==> src/rtl/mem_stage_pkg.sv <==
// Shared types and constants for the memory-access stage.
package mem_stage_pkg;

  typedef enum logic {
    IDLE = 1'b0,
    WAIT = 1'b1
  } state_t;

  // Bit positions inside the {REG_WRITE, MEM_TO_REG} WB control field
  localparam int REG_WRITE_BIT  = 1;
  localparam int MEM_TO_REG_BIT = 0;

  localparam logic [1:0] BUBBLE_CTRL = 2'b00;
  localparam logic [1:0] ALIGN_MASK  = 2'b11;

  // Memory transaction captured when leaving IDLE and held until ACK/timeout
  typedef struct packed {
    logic [31:0] addr;
    logic [31:0] wdata;
    logic [4:0]  rd;
    logic [1:0]  ctrl;
    logic        we;
  } mem_txn_t;

  function automatic logic is_misaligned(input logic [31:0] a);
    return (a[1:0] & ALIGN_MASK) != 2'b00;
  endfunction

endpackage

==> src/rtl/mem_timeout_ctr.sv <==
// Counts REQ-high cycles without ACK; expire flags the last allowed cycle.
module mem_timeout_ctr #(
  parameter int TIMEOUT_CYCLES = 16,
  parameter int CNT_W          = 5
) (
  input  logic CLK,
  input  logic RESET_N,
  input  logic clear,
  input  logic enable,
  output logic expire
);

  localparam logic [CNT_W-1:0] LAST = CNT_W'(TIMEOUT_CYCLES - 1);

  logic [CNT_W-1:0] cnt;

  // Clear on entry to a transaction, count each unacknowledged wait cycle
  always_ff @(posedge CLK or negedge RESET_N) begin
    if (!RESET_N)    cnt <= '0;
    else if (clear)  cnt <= '0;
    else if (enable) cnt <= cnt + 1'b1;
  end

  // A zero TIMEOUT_CYCLES turns the watchdog off entirely
  assign expire = (TIMEOUT_CYCLES != 0) && (cnt == LAST);

endmodule

==> src/rtl/mem_access_stage.sv <==
// Memory-access pipeline stage: issues data-memory transactions over a
// req/ack handshake, stalls upstream while one is outstanding, and raises
// a one-cycle fault on misaligned addresses or bus timeouts.
module mem_access_stage
  import mem_stage_pkg::*;
#(
  parameter int TIMEOUT_CYCLES = 16,
  parameter int CNT_W          = 5
) (
  input  logic        CLK,
  input  logic        RESET_N,
  input  logic        EX_VALID,
  input  logic [31:0] EX_ALU_VAL,
  input  logic [31:0] EX_STORE_DATA,
  input  logic [4:0]  EX_REG_DESTINATION,
  input  logic        EX_MEM_READ,
  input  logic        EX_MEM_WRITE,
  input  logic [1:0]  EX_ALU_CONTROL,
  input  logic        FLUSH,
  output logic        STALL,
  output logic        DMEM_REQ,
  output logic        DMEM_WE,
  output logic [31:0] DMEM_ADDR,
  output logic [31:0] DMEM_WDATA,
  input  logic        DMEM_ACK,
  input  logic [31:0] DMEM_RDATA,
  output logic [31:0] MEM_DATA,
  output logic [31:0] ALU_VAL,
  output logic [4:0]  REG_DESTINATION,
  output logic [1:0]  ALU_CONTROL,
  output logic        MEM_FAULT
);

  state_t   state, state_d;
  mem_txn_t txn;
  logic     txn_load;
  logic     flush_q, flush_d;
  logic     ctr_clear, ctr_en, expire;

  logic [31:0] mem_data_d, alu_val_d;
  logic [4:0]  rd_d;
  logic [1:0]  ctrl_d;
  logic        fault_d;

  mem_timeout_ctr #(
    .TIMEOUT_CYCLES (TIMEOUT_CYCLES),
    .CNT_W          (CNT_W)
  ) u_tmo (
    .CLK     (CLK),
    .RESET_N (RESET_N),
    .clear   (ctr_clear),
    .enable  (ctr_en),
    .expire  (expire)
  );

  // Bus outputs are pure functions of state so reset drops REQ at once
  assign STALL      = (state == WAIT);
  assign DMEM_REQ   = (state == WAIT);
  assign DMEM_WE    = (state == WAIT) && txn.we;
  assign DMEM_ADDR  = (state == WAIT) ? txn.addr  : 32'h0;
  assign DMEM_WDATA = (state == WAIT) ? txn.wdata : 32'h0;

  // Next-state and next-output bundle; bubble unless something retires
  always_comb begin
    state_d    = state;
    flush_d    = flush_q;
    txn_load   = 1'b0;
    ctr_clear  = 1'b0;
    ctr_en     = 1'b0;
    mem_data_d = 32'h0;
    alu_val_d  = 32'h0;
    rd_d       = 5'd0;
    ctrl_d     = BUBBLE_CTRL;
    fault_d    = 1'b0;
    unique case (state)
      IDLE: begin
        if (EX_VALID && !FLUSH) begin
          if (!(EX_MEM_READ || EX_MEM_WRITE)) begin
            alu_val_d = EX_ALU_VAL;
            rd_d      = EX_REG_DESTINATION;
            ctrl_d    = EX_ALU_CONTROL;
          end else if (is_misaligned(EX_ALU_VAL)) begin
            fault_d = 1'b1;
          end else begin
            txn_load  = 1'b1;
            ctr_clear = 1'b1;
            flush_d   = 1'b0;
            state_d   = WAIT;
          end
        end
      end
      WAIT: begin
        if (DMEM_ACK) begin
          // ACK beats a coincident timeout; a flush seen at any point kills the result
          state_d = IDLE;
          flush_d = 1'b0;
          if (!(flush_q || FLUSH)) begin
            mem_data_d                 = txn.we ? 32'h0 : DMEM_RDATA;
            alu_val_d                  = txn.addr;
            rd_d                       = txn.rd;
            ctrl_d[REG_WRITE_BIT]      = txn.ctrl[REG_WRITE_BIT];
            ctrl_d[MEM_TO_REG_BIT]     = txn.ctrl[MEM_TO_REG_BIT];
          end
        end else if (expire) begin
          state_d = IDLE;
          flush_d = 1'b0;
          fault_d = 1'b1;
        end else begin
          ctr_en = 1'b1;
          if (FLUSH) flush_d = 1'b1;
        end
      end
      default: state_d = IDLE;
    endcase
  end

  // State, flush flag and captured transaction
  always_ff @(posedge CLK or negedge RESET_N) begin
    if (!RESET_N) begin
      state   <= IDLE;
      flush_q <= 1'b0;
      txn     <= '0;
    end else begin
      state   <= state_d;
      flush_q <= flush_d;
      if (txn_load) begin
        txn.addr  <= EX_ALU_VAL;
        txn.wdata <= EX_STORE_DATA;
        txn.rd    <= EX_REG_DESTINATION;
        txn.ctrl  <= EX_ALU_CONTROL;
        txn.we    <= EX_MEM_WRITE;
      end
    end
  end

  // MEM/WB-facing bundle, refreshed every edge
  always_ff @(posedge CLK or negedge RESET_N) begin
    if (!RESET_N) begin
      MEM_DATA        <= 32'h0;
      ALU_VAL         <= 32'h0;
      REG_DESTINATION <= 5'd0;
      ALU_CONTROL     <= BUBBLE_CTRL;
      MEM_FAULT       <= 1'b0;
    end else begin
      MEM_DATA        <= mem_data_d;
      ALU_VAL         <= alu_val_d;
      REG_DESTINATION <= rd_d;
      ALU_CONTROL     <= ctrl_d;
      MEM_FAULT       <= fault_d;
    end
  end

endmodule

==> config.mk <==
export PLATFORM = sky130hd
export DESIGN_NAME = mem_access_stage
export DESIGN_NICKNAME = d
export VERILOG_FILES = /design/src/rtl/mem_stage_pkg.sv /design/src/rtl/mem_timeout_ctr.sv /design/src/rtl/mem_access_stage.sv
export SDC_FILE = /design/constraint.sdc
export NUM_CORES = 1
export LEC_CHECK = 0
export CAP_MARGIN = 20
export CORE_MARGIN = 4
export CORE_UTILIZATION = 40
export CTS_BUF_LIST = sky130_fd_sc_hd__clkbuf_4 sky130_fd_sc_hd__clkbuf_8 sky130_fd_sc_hd__clkbuf_16
export CTS_CLUSTER_DIAMETER = 50
export DETAILED_ROUTE_END_ITERATION = 8
export PLACE_DENSITY = 0.76
export SLEW_MARGIN = 20
export SYNTH_ARGS = -nofsm -noshare
export SYNTH_HDL_FRONTEND = slang
export SYNTH_SLANG_ARGS = --single-unit
export TNS_END_PERCENT = 1
==> constraint.sdc <==
create_clock -name CLK -period 4.8 [get_ports CLK]
set_clock_uncertainty 0.2 [all_clocks]
set_input_delay 1.2 -clock CLK [delete_from_list [all_inputs] [get_ports CLK]]
set_output_delay 1.2 -clock CLK [all_outputs]
set_load 0.02 [all_outputs]
# Yosys cells after proc, flatten, opt, wreduce, memory -nomap -nowiden
# Cells that the tools add are included.
[classes]
addsub = 1
n_eq_ne = 5
mux = 44
bitwise_logic = 1
n_reduce_logical = 8
[op_table]
columns = ["operator", "count"]
rows = [
  ["two-way mux 32 bit", 10],
  ["case mux 32 bit (2 select lines)", 1],
  ["two-way mux 5 bit", 6],
  ["two-way mux 1 bit", 18],
  ["case mux 5 bit (2 select lines)", 1],
  ["two-way mux 2 bit", 4],
  ["!= test 2 bit (second input constant)", 3],
  ["case mux 1 bit (2 select lines)", 3],
  ["adder 5 x 1 -> 5 bit (second input constant)", 1],
  ["== test 5 x 4 -> 1 bit (second input constant)", 1],
  ["!= test 4 x 3 -> 1 bit (second input constant)", 1],
  ["case mux 2 bit (2 select lines)", 1],
  ["AND reduction 4 bit", 1],
  ["nonzero test 2 bit", 2],
  ["logical AND 1 bit", 2],
  ["logical OR 1 bit", 2],
  ["zero test 1 bit", 1],
  ["NOT 1 bit", 1],
]
[totals]
ff_bits = 151
in_bits = 110
out_inout_bits = 139

# Depth between registers and ports, before layout
# Gate-level depths: netlist (run 1).
[logic_depth]
ltp_word = 6
ltp_mapped = 7
ltp_nobuf = 6

# Hierarchy
# From an unflattened synthesis (run 1), not the netlist that was laid out.
[hier_totals]
hier_cells = 420
area_unflattened_um2 = 5970.7
[modules_own_cells]
columns = ["module", "instances", "cells_each", "area_per_inst_um2", "seq_area_each_um2"]
rows = [
  ["mem_access_stage", 1, 397, 5700.5, 3653.5],
  ["mem_timeout_ctr", 1, 23, 270.3, 125.1],
]

# Worst setup path before layout (run 1)
# OpenSTA, ideal clock, no wires.
[synth_path]
kind = "input-to-reg"
from = "in FLUSH"
to = "reg txn[52] in the netlist's numbering"
arrival_time_ns = 2.631
required_time_ns = 4.475
path_slack_ns = 1.844
stages = 5
n_path_buf = 2
cell_sequence = "or3b_1 -> or4_4 -> buf_6 -> buf_6 -> mux2_4"
[synth_via]
elab_chain_len = 4
[synth_lines]
columns = ["item", "line_no", "text"]
rows = [
  ["from (decl)", "mem_access_stage.sv:19", "input logic FLUSH,"],
  ["zero test 1 bit", "mem_access_stage.sv:77", "if (EX_VALID && !FLUSH) begin"],
  ["logical AND 1 bit", "mem_access_stage.sv:77", ""],
  ["two-way mux 1 bit", "mem_access_stage.sv:77", ""],
  ["two-way mux 1 bit", "mem_access_stage.sv:75", "unique case (state)"],
  ["to (decl)", "mem_access_stage.sv:35", "mem_txn_t txn;"],
]
# Every way passes these cells.
# A chain may end at the register's enable or synchronous reset.

# Final worst setup path (run 1)
[layout_path]
from = "reg state, in the netlist DMEM_REQ"
to = "out DMEM_ADDR[27]"
[layout_via]
elab_chain_len = 1
[layout_lines]
columns = ["item", "line_no", "text"]
rows = [
  ["from (decl)", "mem_access_stage.sv:34", "state_t state, state_d;"],
  ["from (signal assigned)", "mem_access_stage.sv:124", "state <= state_d;"],
  ["two-way mux 32 bit", "mem_access_stage.sv:60", "assign DMEM_ADDR = (state == WAIT) ? txn.addr : 32'h0;"],
  ["to (decl)", "mem_access_stage.sv:23", "output logic [31:0] DMEM_ADDR,"],
]
# Every way passes these cells.

==> results of run 1 <==
[logic make-up (layout without fill, tap and decap cells)]
kind of cell,Yosys count,count (layout),synth area share (%)
buffers and inverters,31,291,2.52
DFF,151,151,63.5
adders and majority gates,2,2,0.420
and+or+nand+nor,119,119,12.4
muxes,70,70,14.3
AOI/OAI and AO/OA,50,50,6.85
[area by class of cell]
cell class	count	area share (%)
inverters	3	0.122
flip-flops and latches	151	41.0
repair buffers	256	27.6
clock inverters	15	1.93
well taps	184	2.50
multi-input cells	241	22.3
clock buffers	17	4.61
[cell usage in the layout (no fill, tap or decap), types with 4 or more instances in the layout]
cell and count:
clkdlybuf4s50_1 247, clkbuf_16 17, buf_4 8, nand2_1 4, and2_1 99, a22o_1 39, mux2_2 50, clkinvlp_4 5
mux2_4 17, dfrtp_1 150
[power groups by stage]
stage,combinational [W],sequential (W),clock (W)
after CTS,0.000471,0.00155,0.00139
after floorplan,0.000238,0.00154,0
final,0.000462,0.00155,0.00136
after detailed placement,0.000468,0.00157,0
after global routing,0.000503,0.00157,0.00145
after global placement,0.000448,0.00156,0
[through the flow]
step | utilization [%] | setup WS [ps] | cell area (sq um) | std cells
4_1_cts | 63.5 | 994 | 9220 | 867
2_1_floorplan | - | 1840 | 5950 | 423
3_5_place_dp | 59.3 | 1030 | 8620 | 835
3_3_place_gp | 59.3 | 1120 | 8620 | 835
5_1_grt | 63.5 | 859 | 9220 | 867
6_report | 63.5 | 1030 | 9220 | 867
[state kept, by name, indices dropped and copies added, names as in the netlist]
name	count
MEM_DATA	32
txn	72
DMEM_REQ	1
flush_q	1
ALU_VAL	32
u_tmo.cnt	5
REG_DESTINATION	5
MEM_FAULT	1
ALU_CONTROL	2
[worst max-delay path: cells and delay by family, from the launching register on]
family,cells,cell delay [ps]
buffers and inverters,1,610
DFF,1,1030
and+or+nand+nor,1,280
[worst paths after layout]
| kind | cells after the start | endpoint | start |
|---|---|---|---|
| min reg2reg | 1 | txn[37] | txn[37] |
| min | 1 | txn[37] | txn[37] |
| max reg2reg | 4 | ALU_VAL[17] | DMEM_REQ |
| min in group asynchronous | 1 | txn[60] | RESET_N |
| max in group asynchronous | 2 | txn[51] | RESET_N |
| max | 2 | DMEM_ADDR[27] | DMEM_REQ |
[layer usage]
layer  wire, um  track usage, %  vias up
met3       1470            7.12       24
met2       7810            30.4      173
met4        310            7.58        0
met5          0               0        -
li1           -               -     1947
met1       5990            21.8     2184
==> results.toml, run 1 <==
[timing]
worstMarginPinSlew_ps = 1010
hold_viol_final = 0
setup_viol = 0
fin_crit_sh_pct = 78.5
final.setup.tns_ps = 0
drv_slew = 0
rsz0062_at_grt = "no"
slew_headroom_pct = 32.5
fmax_mhz = 265
finalCriticalPeriod_ps = 3770
whs_ps = 292

[power_and_ir_drop]
switching_share_pct = 24.4
total_power_w = 0.00337
switchingPower_w = 0.000822
power.density_nw_per_um2 = 365
pwr-share-clk_pct = 40.4
p_int_w = 0.00255
p_leak_nw = 4.09
irDropWorstVdd_mv = 0.223
pwr-share-seq_pct = 45.9
combPwrFrac_pct = 13.7

[worst_setup_path]
worst-endpoint-arrival_ps = 2370
ff2ff_setup_slack_ps = 1860
slowest_delay_ps = 1030
worst-setup-path-type = "reg2out"
cp.required_ps = 3400
slowest_stage = "dfrtp_2"
crit_path_end_kind = "output port"
crit_path_start_kind = "flip-flop"
path_max_fanout = 73
path_cells = "and2_1 -> clkdlybuf4s50_1"

[floorplanning]
core_region_area_sq_um = 14500
fp-row-count = 44
initial_core_util_pct = 41.0
num_io_pins = 249
dieHeight_um = 130
design.die.area_sq_um = 16900
chipWidth_um = 130

[clock_network]
cts-root-buf = "clkbuf_16"
cts_resized = 0
cts_max_level = 4
cts_buffer_depth = 2
cts_tree = "done"
postCtsHoldBufs = 0
post_cts_buffers = 0
numCtsBuffers = 17
worstSkewPairLatency_ps = 420
cts.sinks = 151
clk_pin_slew_ps = 60

[final_layout]
regArea_sq_um = 3780
area_growth_pct = 54.9
n_fill_cell = 1095
multi_input_area_sq_um = 2050
layout.nets = 782
final_layout_size_suffix_gt1_share_pct = 16.8
antennaDiodeCount = 0

[route]
drc = 0
drtIter0Drc = 292
drtAntennaViolNets = 0
num_vias = 4328
drt_pass1_iterations = 4
wl_per_cell_um = 18.0
wirelength_um = 15600
viasPerCell = 4.99

[synthesis]
synthArstFlopShare_pct = 100
ys_top_cells_by_count = "dfrtp_1 (151), and2_1 (99), mux2_2 (50)"
yosys-top-cells-area = "dfrtp_1 (63%), and2_1 (10%), mux2_2 (9.5%)"
syn_inst = 423
netlist_area_sq_um = 5950
ys_seq_area_share_pct = 63.5
yosysTopAreaCell = "dfrtp_1"
avgSynthCellArea_sq_um = 14.1
synth.most_common_cell = "dfrtp_1"
synth-main-ff-cell = "dfrtp_1"
yosys_warnings = 0
yosys_register_bits = 151
synth_top_area_share_pct = 63.5
synth_edf_count = 0
syn-num-nets = 535
ys_types = 34

[status]
outcome = "completed"

[global_routing]
grt_first_pass_wirelength_um = 24000
antenna_found_initial = 0
grt_max_degree = 103
overflow = 0
grt_pass1_vias = 4541
grt.total_usage_pct = 18.5

[placed_design]
gp_congestion = 0.771
port_buffers = 248
hpwlAfterDp_um = 11000

[min_path]
hp-class = "reg2reg"

[job]
drv_cap = 0
(Power assumes the default switching activity.)
==> inputs of run 2 (changes only) <==
--- a/config.mk
+++ b/config.mk
@@ -7,11 +7,11 @@
 export LEC_CHECK = 0
 export CAP_MARGIN = 20
 export CORE_MARGIN = 4
-export CORE_UTILIZATION = 40
+export CORE_UTILIZATION = 39
 export CTS_BUF_LIST = sky130_fd_sc_hd__clkbuf_4 sky130_fd_sc_hd__clkbuf_8 sky130_fd_sc_hd__clkbuf_16
 export CTS_CLUSTER_DIAMETER = 50
 export DETAILED_ROUTE_END_ITERATION = 8
-export PLACE_DENSITY = 0.76
+export PLACE_DENSITY = 0.77
 export SLEW_MARGIN = 20
 export SYNTH_ARGS = -nofsm -noshare
 export SYNTH_HDL_FRONTEND = slang
==> constraint.sdc (replaced) <==
create_clock -name CLK -period 3.25 [get_ports CLK]
set_clock_uncertainty 0.2 [all_clocks]
set_input_delay 0.8125 -clock CLK [delete_from_list [all_inputs] [get_ports CLK]]
set_output_delay 0.8125 -clock CLK [all_outputs]
set_load 0.02 [all_outputs]
==> results.toml, run 2 (synthesized netlist as in run 1, its figures left out) <==
[global_routing]
grt.total_usage_pct = 17.9
grt_first_pass_wirelength_um = 25100
grt_max_degree = 71
overflow = 0
grt_pass1_vias = 4797
antenna_found_initial = 0

[final_layout]
largest-register = "txn"
final_area_sq_um = 9280
area_growth_pct = 55.8
largest_reg_flops = 72
final_cell_mix = "clkdlybuf4s50_1 (247), dfrtp_1 (150), and2_1 (99)"
antennaDiodeCount = 0
layout.nets = 786
final_layout_size_suffix_gt1_share_pct = 17.3
instances_no_fill = 871
reg_top3 = "txn (72), ALU_VAL (32), MEM_DATA (32)"
fin_util_pct = 62.9
final_common_cell = "clkdlybuf4s50_1"

[floorplanning]
initial_core_util_pct = 40.4
dieHeight_um = 132
num_io_pins = 249
core_region_area_sq_um = 14800
design.die.area_sq_um = 17300
fp-row-count = 44
chipWidth_um = 132

[min_path]
hp-class = "in2async"

[timing]
drv_slew = 0
worstMarginPinSlew_ps = 604
rsz0062_at_grt = "no"
setup_viol = 0
slew_headroom_pct = 59.7
final.setup.tns_ps = 0
fin_crit_sh_pct = 95.9
hold_viol_final = 0
finalCriticalPeriod_ps = 3120
fmax_mhz = 321

[route]
wirelength_um = 15100
viasPerCell = 4.87
drc = 0
drt_pass1_iterations = 4
drtIter0Drc = 163
drtAntennaViolNets = 0
wl_per_cell_um = 17.4
num_vias = 4239

[power_and_ir_drop]
pwr-share-clk_pct = 39.1
irDropWorstVdd_mv = 0.326
switchingPower_w = 0.00117
total_power_w = 0.00488
switching_share_pct = 24.0
pwr-share-seq_pct = 46.8
combPwrFrac_pct = 14.1
power.density_nw_per_um2 = 526
p_leak_nw = 4.11
p_int_w = 0.00371

[job]
drv_cap = 0

[clock_network]
cts_max_level = 4
numCtsBuffers = 17
cts-root-buf = "clkbuf_16"
post_cts_buffers = 0
cts_buffer_depth = 2
worstSkewPairLatency_ps = 410
clk_pin_slew_ps = 60
cts_tree = "done"
cts.sinks = 151

[worst_setup_path]
cp.required_ps = 2240
path_max_fanout = 70
worst-endpoint-arrival_ps = 2100
crit_path_end_kind = "output port"
worst-setup-path-type = "reg2out"
crit_path_start_kind = "flip-flop"

[placed_design]
place_inst = 839
port_buffers = 248
gp_congestion = 0.760
dpl_cell_area_sq_um = 8700
hpwlAfterDp_um = 10700

[status]
outcome = "completed"
## run 2: cell types whose count changed in the layout (fill, tap and decap cells not counted)
cell and change:
dfrtp_4 +1, dfrtp_2 -1, bufinv_16 -1, clkinvlp_4 +1, clkbuf_4 +3, clkinv_4 -1, inv_6 -2, buf_12 +4
## run 2: final timing paths
| kind | start | to | slack [ps] | depth (start not counted) |
|---|---|---|---|---|
| setup / recovery | DMEM_REQ | DMEM_ADDR[25] | 130 | 2 |
| hold / removal | RESET_N | ALU_VAL[12] | 150 | 1 |
| setup reg to reg | DMEM_REQ | txn[65] | 660 | 4 |
| hold reg to reg | txn[38] | txn[38] | 280 | 1 |
| max in group asynchronous | RESET_N | flush_q | 1970 | 2 |
| min in group CLK | txn[38] | txn[38] | 280 | 1 |
## run 2: power by group through the flow
stage / logic [W] / registers, W / clock network, W
floorplan: 0.000352 / 0.00227 / 0
CTS: 0.000699 / 0.00228 / 0.00196
global placement: 0.000668 / 0.00230 / 0
detailed placement: 0.000695 / 0.00231 / 0
global route: 0.000746 / 0.00232 / 0.00203
finish: 0.000687 / 0.00228 / 0.00191
## run 2: final cells by class
type	count	area (sq um)
fill	1106	5480
timing repair buffer	260	2620
multi-input combinational	241	2050
clock inverter	12	129
clock buffer	20	448
inverter	3	11.3
tap	184	230
sequential	151	3780
## run 2: what timing repair did
item | 4_1_cts | 5_1_grt
endpoints found under the setup margin | 67 | 0
hold buffers | 0 | 0
resized for setup | 1 | 0
## run 2: per-layer routing
layer / vias to the layer above / track usage (%) / wire length, um
met5: - / 0 / 0
met4: 0 / 6.83 / 299
met3: 27 / 6.38 / 1110
met2: 167 / 30.7 / 7670
met1: 2100 / 20.7 / 6060
li1: 1945 / - / -
## run 2: metrics by stage
stage / worst slack, ps / hold WS (ps)
after global routing: 16.0 / 169
after global placement: 235 / 265
final: 133 / 148
after floorplan: 682 / 250
after detailed placement: 206 / 276
after CTS: 88.8 / 158
## run 2: worst max-delay path, stage by stage, from the launching register on
cell,delay (ps)
dfrtp_4,820
and2_1,250
clkdlybuf4s50_1,620
==> inputs of run 3 (changes only) <==
--- a/config.mk
+++ b/config.mk
@@ -12,6 +12,7 @@
 export CTS_CLUSTER_DIAMETER = 50
 export DETAILED_ROUTE_END_ITERATION = 8
 export PLACE_DENSITY = 0.77
+export SKIP_CTS_REPAIR_TIMING = 1
 export SLEW_MARGIN = 20
 export SYNTH_ARGS = -nofsm -noshare
 export SYNTH_HDL_FRONTEND = slang
==> results of run 3 <==
The final DEF is identical to that of run 2; final timing and power are the same.
Main changes from that run: via count of the first global-routing pass 4797 -> 4790
==> variant 1, RTL diff (config.mk and constraints of run 3) <==
Make the reset (`RESET_N`) synchronous in 3 clocked blocks.
--- a/src/rtl/mem_timeout_ctr.sv
+++ b/src/rtl/mem_timeout_ctr.sv
@@ -15,7 +15,7 @@
   logic [CNT_W-1:0] cnt;
 
   // Clear on entry to a transaction, count each unacknowledged wait cycle
-  always_ff @(posedge CLK or negedge RESET_N) begin
+  always_ff @(posedge CLK) begin
     if (!RESET_N)    cnt <= '0;
     else if (clear)  cnt <= '0;
     else if (enable) cnt <= cnt + 1'b1;
--- a/src/rtl/mem_access_stage.sv
+++ b/src/rtl/mem_access_stage.sv
@@ -115,7 +115,7 @@
   end
 
   // State, flush flag and captured transaction
-  always_ff @(posedge CLK or negedge RESET_N) begin
+  always_ff @(posedge CLK) begin
     if (!RESET_N) begin
       state   <= IDLE;
       flush_q <= 1'b0;
@@ -134,7 +134,7 @@
   end
 
   // MEM/WB-facing bundle, refreshed every edge
-  always_ff @(posedge CLK or negedge RESET_N) begin
+  always_ff @(posedge CLK) begin
     if (!RESET_N) begin
       MEM_DATA        <= 32'h0;
       ALU_VAL         <= 32'h0;
Function: differs if RESET_N is asserted again (counterexample within 4 cycles, from zero or initial values and one cycle with RESET_N low); with RESET_N held inactive, the same outputs for 10 cycles.
==> variant 1 against run 3 <==
Sequential share of layout area is 7.5 points lower. Synthesized area is 1.2% lower. Sequential cell count stayed put. Final cell count is 18% higher. Wire length is 24% higher. Die area is 1.2% lower. Worst setup slack better by 0.057 ns. Global-route usage is 3.4 points higher. Final area is 2.0% lower. Synthesized cell count is 45% higher. Register-to-register slack better by 0.29 ns.
Power is not compared: it rests on default switching activity, and its combinational part moved more than twofold at a synthesized area within 25%.
==> variant 1: results (changes against run 3) <==
status: "completed"  # unchanged
route.vias.total: 5642  # was 4,239
gp_congestion: 0.775  # was 0.760
dpl_cell_area_um2: 8510  # was 8700 µm²
clock_path_buffers: 2  # unchanged
crit-reg2reg-capture: "txn[44]"  # was txn[65]
cpPeakStageDelay_ns: 0.62  # was 0.82 ns
crit_type: "flip-flop to output pin"  # unchanged
hp-class: "flip-flop to flip-flop"  # was input pin to asynchronous set/reset pin
diodes: 0  # unchanged
synth_async_sr_flop_share: 0  # was 1.00
r2r_start: "DMEM_REQ"  # unchanged
max-slew-margin-rel: 0.521  # was 0.597
h-tree-depth: 4  # unchanged
synth_nets: 727  # was 535
r2r.worst_path.cells: 5  # was 4
holdPathEnd: "txn[16]"
p_sw_frac: 0.228
grt_pass1_vias: 5732  # was 4,790
clkLatencyLatePin_ns: 0.42
dp_hpwl_um: 13000  # was 10,700 µm
crit_slowest_cell: "clkdlybuf4s50_1"  # was dfrtp_4
grt_pass1_wl_um: 29000  # was 25,100 µm
drt_iter0_drc: 375  # was 163
synth_seq_area_share: 0.514  # was 0.635
drive_gt1_frac: 0.0772  # was 0.173
r2r_slack_ns: 0.95  # was 0.66 ns
numCtsBuffers: 17  # unchanged
portBuffers: 248  # unchanged
critPathArrivalTime_ns: 2.05  # was 2.10 ns
clkTransAtPathRegs_ns: 0.06  # about the same
largestRegisters: "txn x72, ALU_VAL x32, MEM_DATA x32"  # unchanged
ys_types: 33  # was 34
min_from: "txn[16]"
track_usage: 0.214  # was 0.179
yosysWarnings: 0  # unchanged
whs_path_depth: 2
ys_top_cells_by_count: "dfxtp_1, and2_1, a21oi_1"  # was dfrtp_1, and2_1, mux2_2
cts_root_buf: "clkbuf_16"  # unchanged
first_pass_iters: 6  # was 4
vdd_drop_max_mv: 0.362
grt_max_degree: 58  # was 71
layout.nets: 942  # was 786
cellLeakagePower_nw: 3.19
ys_top_cells_by_area: "dfxtp_1, and2_1, o31ai_1, nand4_1, a21oi_1"  # was dfrtp_1, and2_1, mux2_2, a22o_1, mux2_4
path_max_fanout: 38  # was 70
wl_per_cell_um: 18.4  # was 17.4 µm
path_delay_family: "buffers and inverters"  # was flip-flops
synth_top_cell_by_area: "dfxtp_1"  # was dfrtp_1
antenna_found_initial: 1  # was 0
## variant 1: cell count changes in the layout (fill, tap and decap cells not counted), sizes merged, moves of 69 or more
cell	run 3	this run
mux2	70	0
o31ai	1	71
nand4	0	69
a21oi	3	74
dfrtp	151	0
dfxtp	0	151
## variant 1: routing by layer
| layer | share of wire | global-route usage |
|---|---|---|
| met3 | 0.067 | 0.0557 |
| met1 | 0.42 | 0.267 |
| met5 | 0.00069 | 0 |
| met4 | 0.021 | 0.0805 |
| met2 | 0.49 | 0.355 |
## variant 1: how the worst max path moves through the flow
stage,cells past startpoint,slack [ns],endpoint
finish,3,0.19,DMEM_WE
global route,3,0.06,DMEM_WE
CTS,3,-0.06,DMEM_WE
detailed placement,5,0.26,ALU_CONTROL[0]
global placement,5,0.28,ALU_CONTROL[0]
floorplan,4,0.92,DMEM_WDATA[10]
## variant 1: cell type report
cell class | count | area (µm²)
sequential | 151 | 3030
clock inverter | 11 | 124
multi-input combinational | 387 | 2570
inverter | 3 | 11.3
tap | 184 | 230
clock buffer | 20 | 460
timing repair buffer | 270 | 2670
fill | 1170 | 5550
## variant 1: cells by family (layout without fill, tap and decap cells)
kind of cell | count (synthesis) | count (layout) | share of synthesized area
fa+ha+maj | 2 | 2 | 0.00425
buf+inv | 77 | 304 | 0.0547
compound gates | 188 | 188 | 0.216
simple gates | 194 | 194 | 0.206
mux | 1 | 1 | 0.00170
flops | 151 | 151 | 0.514
xor+xnor | 2 | 2 | 0.00298
## variant 1: power by group through the flow
stage	logic [mW]	registers [mW]	clock network [mW]
2_1_floorplan	0.128	1.93	0
3_3_place_gp	0.328	1.93	0
3_5_place_dp	0.337	1.93	0
4_1_cts	0.340	1.89	1.96
5_1_grt	0.366	1.89	2.03
6_report	0.341	1.89	1.94
## variant 1: tightest hold or removal path, stage by stage, from the launching register on
cell and delay [ns]:
dfxtp_1 0.30, o31ai_1 0.06, a21oi_1 0.06
## variant 1: stage by stage
step / hold slack [ns] / util / setup TNS (ns) / worst slack [ns] / cells
floorplan: 0.244 / - / 0 / 0.915 / 615
global placement: 0.249 / 0.581 / 0 / 0.279 / 995
detailed placement: 0.258 / 0.581 / 0 / 0.262 / 995
CTS: 0.266 / 0.621 / -0.562 / -0.0617 / 1026
global route: 0.279 / 0.621 / 0 / 0.0617 / 1026
finish: 0.263 / 0.621 / 0 / 0.190 / 1026
==> variant 2, RTL diff (flow settings as in run 3) <==
Made on the original files. The package constant `REG_WRITE_BIT` goes from 1 to 0.
--- a/src/rtl/mem_stage_pkg.sv
+++ b/src/rtl/mem_stage_pkg.sv
@@ -7,7 +7,7 @@
   } state_t;
 
   // Bit positions inside the {REG_WRITE, MEM_TO_REG} WB control field
-  localparam int REG_WRITE_BIT  = 1;
+  localparam int REG_WRITE_BIT  = 0;
   localparam int MEM_TO_REG_BIT = 0;
 
   localparam logic [1:0] BUBBLE_CTRL = 2'b00;
Formal check against the unedited RTL: not equivalent (a bounded check fails within 4 cycles, from zero or initial values and one cycle with RESET_N low).
==> variant 2 against run 3 <==
Wire length is 2.2% higher. Final area grew 0.61%. Critical path depth up 1. Synthesized area grew 0.34%. Worst setup slack better by 0.069 ns. Total power grew 2.3%. Sequential cell count is 1 lower. Register-to-register slack better by 0.13 ns. Largest power group unchanged.
==> variant 2: results (changes against run 3) <==
h-tree-depth: 4  # unchanged
critPathArrivalTime_ns: 2.04  # was 2.10 ns
cts_root_buf: "clkbuf_16"  # unchanged
status: "completed"  # unchanged
diodes: 0  # unchanged
route.vias.total: 4226  # was 4,239
clock_path_buffers: 2  # unchanged
clkTransAtPathRegs_ns: 0.06  # about the same
routed_wirelength_um: 15500  # was 15,100 µm
cellLeakagePower_nw: 4.18  # was 4.11 nW
antenna_found_initial: 0  # unchanged
synth_async_sr_flop_share: 1.00  # unchanged
synth_nets: 532  # was 535
first_pass_iters: 4  # unchanged
ys_top_cells_by_count: "dfrtp_1, and2_1, mux2_2"  # unchanged
gr-total-overflow: 0  # unchanged
path_max_fanout: 29  # was 70
ys_top_cells_by_area: "dfrtp_1, and2_1, mux2_2, mux2_4, a22o_1"  # was dfrtp_1, and2_1, mux2_2, a22o_1, mux2_4
grt_pass1_wl_um: 25300  # was 25,100 µm
layout.nets: 786  # unchanged
max-slew-margin-rel: 0.610  # was 0.597
hp-class: "input pin to asynchronous set/reset pin"  # unchanged
drive_gt1_frac: 0.183  # was 0.173
vdd_drop_max_mv: 0.333  # was 0.326 mV
grt_max_degree: 64  # was 71
grt_pass1_vias: 4680  # was 4,790
clkLatencyLatePin_ns: 0.41  # about the same
ys_types: 33  # was 34
cp-start-kind: "flip-flop"  # unchanged
largestRegisters: "txn x71, ALU_VAL x32, MEM_DATA x32"  # was txn x72, ALU_VAL x32, MEM_DATA x32
num-fill-cells: 1088  # was 1,106
portBuffers: 248  # unchanged
slew_viol_final: 0  # unchanged
track_usage: 0.182  # was 0.179
drt_iter0_drc: 142  # was 163
synth_seq_area_share: 0.628  # was 0.635
r2r_start: "DMEM_REQ"  # unchanged
gp_congestion: 0.771  # was 0.760
yosysWarnings: 0  # unchanged
dp_hpwl_um: 11300  # was 10,700 µm
[variant 2: changes by cell type after synthesis, sizes merged, moves of 2 or more]
cell	delta
nor2	-2
nand2b	+2
clkbuf	-2
buf	+2
nand2	-2
[variant 2: through the flow]
step | total power [mW] | worst slack, ns | instances | cell area, µm²
2_1_floorplan | 2.62 | 0.772 | 420 | 5970
3_3_place_gp | 2.96 | 0.183 | 839 | 8710
3_5_place_dp | 3.01 | 0.133 | 839 | 8710
4_1_cts | 5.05 | 0.0561 | 871 | 9330
5_1_grt | 5.21 | 0.103 | 871 | 9340
6_report | 4.99 | 0.202 | 871 | 9340
[variant 2: layout make-up]
| cell class | count | area share |
|---|---|---|
| flip-flops and latches | 150 | 0.402 |
| repair buffers | 263 | 0.282 |
| multi-input cells | 240 | 0.224 |
| clock buffers | 21 | 0.0501 |
| well taps | 184 | 0.0247 |
| clock inverters | 11 | 0.0161 |
| inverters | 2 | 0.000804 |
[variant 2: critical path, cell delays in order (launching register included)]
cell	delay, ns
dfrtp_4	0.61
buf_4	0.24
and2_1	0.16
clkdlybuf4s50_1	0.61
[variant 2: worst paths after layout]
kind,cells after the start,endpoint,slack [ns]
max,3,DMEM_WDATA[2],0.20
min,1,ALU_VAL[7],0.19
max reg2reg,4,txn[56],0.79
min reg2reg,1,REG_DESTINATION[0],0.30
max in group asynchronous,2,txn[25],1.93
min in group CLK,1,REG_DESTINATION[0],0.30
[variant 2: power by group]
group / internal, mW / switching, mW / leakage, nW / total (mW)
Sequential: 2.11 / 0.156 / 1.96 / 2.26
Combinational: 0.454 / 0.256 / 1.93 / 0.711
Clock: 1.27 / 0.750 / 0.300 / 2.02
[variant 2: per-layer routing]
layer	GRT usage	part of all wire
met4	0.0659	0.022
met1	0.219	0.42
met2	0.305	0.49
met5	0	0
met3	0.0634	0.069
[variant 2: cell families (layout without fill, tap and decap cells)]
group,count (synthesis),count (layout),share of synthesized area
flops,150,150,0.628
mux,70,70,0.149
fa+ha+maj,2,2,0.00419
simple gates,118,118,0.125
buf+inv,30,297,0.0266
compound gates,50,50,0.0676
